[src/rtl/convolver_window_controller.sv]
// Sliding-window convolver controller: accepts a frame of pixels, strobes the
// line-buffer shift, tracks (row, col) and flags when a full K x K window is held.
// Optional build macro WINDOW_CTRL_STRIDE2_EN restricts window_valid to stride-2 positions.
module convolver_window_controller #(
  parameter int unsigned KERNEL_SIZE = 3,
  parameter int unsigned COL_WIDTH   = 10,
  parameter int unsigned ROW_WIDTH   = 10
) (
  input  logic                 clock,
  input  logic                 reset_n,
  input  logic                 start,
  input  logic [COL_WIDTH-1:0] img_width,
  input  logic [ROW_WIDTH-1:0] img_height,
  input  logic                 in_valid,
  output logic                 in_ready,
  output logic                 shift_en,
  output logic [COL_WIDTH-1:0] col,
  output logic [ROW_WIDTH-1:0] row,
  output logic                 window_valid,
  output logic                 busy,
  output logic                 done,
  output logic                 error
);

  localparam int unsigned KM1 = KERNEL_SIZE - 1;
`ifdef WINDOW_CTRL_STRIDE2_EN
  localparam logic KM1_ODD = 1'(KM1 % 2);
`endif

  typedef enum logic [1:0] {
    ST_IDLE   = 2'd0,
    ST_STREAM = 2'd1,
    ST_DONE   = 2'd2
  } state_t;

  state_t               state_q;
  state_t               state_d;
  logic                 err_d;
  logic [COL_WIDTH-1:0] col_last_q;
  logic [ROW_WIDTH-1:0] row_last_q;
  logic                 start_acc_c;
  logic                 dims_legal_c;
  logic                 last_col_c;
  logic                 last_pixel_c;
  logic                 win_hit_c;

  // Handshake is purely combinational so a stall never shifts the window.
  assign in_ready     = (state_q == ST_STREAM);
  assign shift_en     = in_valid && in_ready;
  assign start_acc_c  = (state_q == ST_IDLE) && start;
  assign dims_legal_c = (32'(img_width) >= KERNEL_SIZE) && (32'(img_height) >= KERNEL_SIZE);
  assign last_col_c   = (col == col_last_q);
  assign last_pixel_c = shift_en && last_col_c && (row == row_last_q);

`ifdef WINDOW_CTRL_STRIDE2_EN
  assign win_hit_c = (32'(row) >= KM1) && (32'(col) >= KM1) &&
                     (row[0] == KM1_ODD) && (col[0] == KM1_ODD);
`else
  assign win_hit_c = (32'(row) >= KM1) && (32'(col) >= KM1);
`endif

  // Next-state logic; err_d marks a DONE entered from an illegal start.
  always_comb begin
    state_d = state_q;
    err_d   = 1'b0;
    case (state_q)
      ST_IDLE: begin
        if (start) begin
          if (dims_legal_c) begin
            state_d = ST_STREAM;
          end else begin
            state_d = ST_DONE;
            err_d   = 1'b1;
          end
        end
      end
      ST_STREAM: begin
        if (last_pixel_c) begin
          state_d = ST_DONE;
        end
      end
      ST_DONE: begin
        state_d = ST_IDLE;
      end
      default: begin
        state_d = ST_IDLE;
      end
    endcase
  end

  always_ff @(posedge clock or negedge reset_n) begin
    if (!reset_n) begin
      state_q <= ST_IDLE;
      busy    <= 1'b0;
      done    <= 1'b0;
      error   <= 1'b0;
    end else begin
      state_q <= state_d;
      busy    <= (state_d == ST_STREAM);
      done    <= (state_d == ST_DONE);
      error   <= (state_d == ST_DONE) && err_d;
    end
  end

  // Frame bounds are latched as last-index values so wrap detection is a plain compare.
  always_ff @(posedge clock or negedge reset_n) begin
    if (!reset_n) begin
      col          <= '0;
      row          <= '0;
      col_last_q   <= '0;
      row_last_q   <= '0;
      window_valid <= 1'b0;
    end else begin
      window_valid <= shift_en && win_hit_c;
      if (start_acc_c) begin
        col        <= '0;
        row        <= '0;
        col_last_q <= img_width - COL_WIDTH'(1);
        row_last_q <= img_height - ROW_WIDTH'(1);
      end else if (shift_en) begin
        if (last_col_c) begin
          col <= '0;
          row <= row + ROW_WIDTH'(1);
        end else begin
          col <= col + COL_WIDTH'(1);
        end
      end
    end
  end

endmodule

[config.mk]
export PLATFORM = sky130hd
export DESIGN_NAME = convolver_window_controller
export DESIGN_NICKNAME = d
export VERILOG_FILES = /design/src/rtl/convolver_window_controller.sv
export SDC_FILE = /design/constraint.sdc
export NUM_CORES = 1
export LEC_CHECK = 0
export ABC_AREA = 1
export CAP_MARGIN = 20
export CORE_UTILIZATION = 51
export CTS_BUF_LIST = sky130_fd_sc_hd__clkbuf_2 sky130_fd_sc_hd__clkbuf_4 sky130_fd_sc_hd__clkbuf_8
export DETAILED_ROUTE_END_ITERATION = 6
export HOLD_SLACK_MARGIN = 0.02
export PLACE_DENSITY = 0.77
export SLEW_MARGIN = 10
export SYNTH_ARGS = -nofsm -noshare
export SYNTH_HDL_FRONTEND = slang
export SYNTH_SLANG_ARGS = --single-unit
[constraint.sdc]
create_clock -name clock -period 1.7 [get_ports clock]
set_clock_uncertainty 0.15 [all_clocks]
set_input_delay 0.34 -clock clock [delete_from_list [all_inputs] [get_ports clock]]
set_output_delay 0.34 -clock clock [all_outputs]
set_load 0.05 [all_outputs]
==> impl_metrics.toml <==
[worst_setup_path]
setup.worst_path.start_class = "flip-flop"
path_class = "flip-flop to output pin"
crit_fanout = 2
cp.depth = 4
r2r-start = "col[8]"
required_ns = 1.21
critPathCapture = "in_ready"
crit_top_cell = "buf_4"
worstReg2RegEnd = "row[9]"
cp_cell_sequence = "nor2_4, buf_4, buf_4, buf_12"
crit_path_max_incr_delay_ns = 0.41
startpoint = "state_q[1]"
rrSetupSlack_ns = 0.03
path_buf_inv = 3
cp.arrival_ns = 1.21
endpoint_kind = "output pin"
cp_top_family = "flip-flops"
critPathSlowestCell = "dfrtp_1"
reg2reg_depth = 10

[outcome]
outcome = "finished with violations"
violations = "setup timing"

[timing]
final-setup-viol-count = 1
hold_slack_ns = 0.215
tightestPinTransition_ns = 0.366
slew_viol_final = 0
slew_headroom_pct = 75.6
timing.fmax_mhz = 587
hold_violations = 0
period_minus_slack_ns = 1.70
fin_crit_sh_pct = 100
rsz0062_at_grt = "yes"
fin_ws_ns = -0.00449

[yosys]
syn_nets = 436
synth_top_cell_by_area = "dfrtp_1"
synth_cells = 404
syn_area_um2 = 2880
ys.flop_type = "dfrtp_1"
synth_cell_type_count = 28
avgSynthCellArea_um2 = 7.13
synth_area_leaders = "dfrtp_1, nand2_1, nor2_1"
ys_seq_elements = 46
yosys_warnings = 0
synth_edf_count = 0
synth-seq-area-share_pct = 40.0
synth_top_area_share_pct = 40.0
async_reset_ff_share_pct = 100

[global_routing]
grt.total_usage_pct = 27.1
grt.overflow.total = 0
grt_use_met3_pct = 3.57
use_met2_pct = 44.2
grt_max_degree = 47
use_met1_pct = 35.8
grt_most_used_layer = "met2"
antenna_found_initial = 0
grt_pass1_wl_mm = 12.7
grt_pass1_vias = 2812

[die]
dieArea_um2 = 5950
coreArea_um2 = 5270
die_w_um = 77.2
ioPinCount = 50
die_h_um = 77.2
initial_core_util_pct = 54.7
row_count = 26

[drt]
via_per_inst = 5.29
drc_errors = 0
num_vias = 3081
post_drt_wl_per_cell_um = 14.0
ant_nets = 0
drt_iter0_drc = 222
finalWirelength_mm = 8.16
firstDrtPassIters = 5

[pwr]
power_density_nw_per_um2 = 1010
p_sw_share_pct = 38.4
power.leakage_uw = 0.00218
seq_power_share_pct = 36.6
p_sw_uw = 1720
power_frac_comb_pct = 44.7
ir_worst_vdd_v = 0.000889
p_int_uw = 2760
p_clk_share_pct = 18.7

[clock_network]
cts_buffers = 5
clock_latency_ns = 0.30
cts.clk_slew.worst_paths_ns = 0.08
htree_levels = 2
cts_sinks = 46
cts_tree = "done"
cts_root_buf = "clkbuf_8"
clockBufferDepth = 2

[cells_and_area]
fin_util_pct = 84.4
layout.nets = 543
drive_gt1_share_pct = 30.1
n_antenna_cell = 0
syn2layout_area_growth_pct = 54.4

[job]
cap_violations = 0

[place]
hpwl_mm = 5.76
port_buffers = 49
gp_congestion = 0.919

[worst_hold_path]
hp-class = "input pin to flip-flop"
worstHoldStart = "img_height[0]"
hold_path_depth = 2
-- layout by cell type (no fill, tap or decap), types with 2 or more instances in the layout --
master / instances
a31oi_1: 6
or2_2: 2
nand3_2: 2
o21ai_0: 19
clkinvlp_4: 2
nand4_1: 9
clkbuf_8: 5
xnor2_1: 9
nor4_1: 3
inv_1: 44
ha_1: 8
nand2_1: 96
buf_12: 29
dfrtp_2: 15
clkdlybuf4s50_1: 20
nand2_2: 10
inv_2: 9
nand3_1: 30
xor2_1: 16
a21oi_1: 3
nor2_2: 7
nand2_4: 9
o22ai_1: 2
buf_4: 53
buf_6: 4
nor3_1: 5
dfrtp_1: 31
a22oi_1: 2
nor2_1: 50
-- registers in the layout, indices dropped and copies added (netlist names) --
signal        cells
col              10
col_last_q       10
row              10
row_last_q       10
state_q           2
busy              1
done              1
error             1
window_valid      1
-- cell usage after synthesis, drive strengths merged (3+ instances only) --
master,instances
a31oi,6
nand2,115
xnor2,9
nor3,6
nand3,32
nand4,9
ha,8
clkbuf,9
nor4,3
a21oi,3
o21ai,20
nor2,58
xor2,16
inv,54
dfrtp,46
-- metal layers --
metal,up-vias,share of wire (%)
met3,23,6.6
met4,0,2.4
met2,142,49
li1,1488,-
met1,1428,42
met5,-,0
-- cell families (layout without fill, tap and decap cells) --
logic type               Yosys count  count (layout)  share of synthesized area, %
XOR/XNOR                          25              25                          7.60
buffers and inverters             65             173                          8.82
adder cells (fa/ha/maj)            8               8                          3.48
AND/OR/NAND/NOR                  225             225                          33.0
flip-flops                        46              46                          40.0
AO/OA/AOI/OAI                     35              35                          7.17
-- worst min-delay path by stage --
stage | to | slack, ns
5_1_grt | row_last_q[0] | 0.27
3_5_place_dp | col_last_q[0] | 0.19
2_1_floorplan | busy | -0.11
4_1_cts | row_last_q[4] | 0.37
6_report | row_last_q[0] | 0.22
3_3_place_gp | col_last_q[0] | 0.18
-- final cells by class --
type | instances | area (um^2)
multi-input combinational | 293 | 1590
clock buffer | 6 | 76.3
inverter | 54 | 206
tap | 70 | 87.6
fill | 322 | 822
sequential | 46 | 1170
timing repair buffer | 111 | 1280
clock inverter | 2 | 37.5
-- power groups by stage --
stage	combinational [uW]	sequential (uW)	clock [uW]
after detailed placement	1910	1650	0
after global routing	2170	1670	887
after global placement	1860	1640	0
after floorplan	778	1880	0
final	2000	1630	838
after CTS	1930	1630	840
-- what timing repair did --
action	CTS	global route
setup endpoints to repair	1	28
gates cloned	0	1
gates resized for setup	2	41
buffers inserted	2	7
hold buffers	1	0
pin swaps	1	11
hold endpoints to repair	46	0
-- per-stage QoR --
stage	TNS, ns	instance area, um^2	worst slack [ns]	instances	total power [uW]
floorplan	-0.955	2920	-0.110	404	2660
global placement	-2.95	4120	-0.240	564	3490
detailed placement	-4.29	4120	-0.283	564	3560
CTS	0	4250	0.00486	574	4400
global route	-0.802	4450	-0.0755	582	4720
finish	-0.00449	4450	-0.00449	582	4470
(Power assumes the default switching activity.)
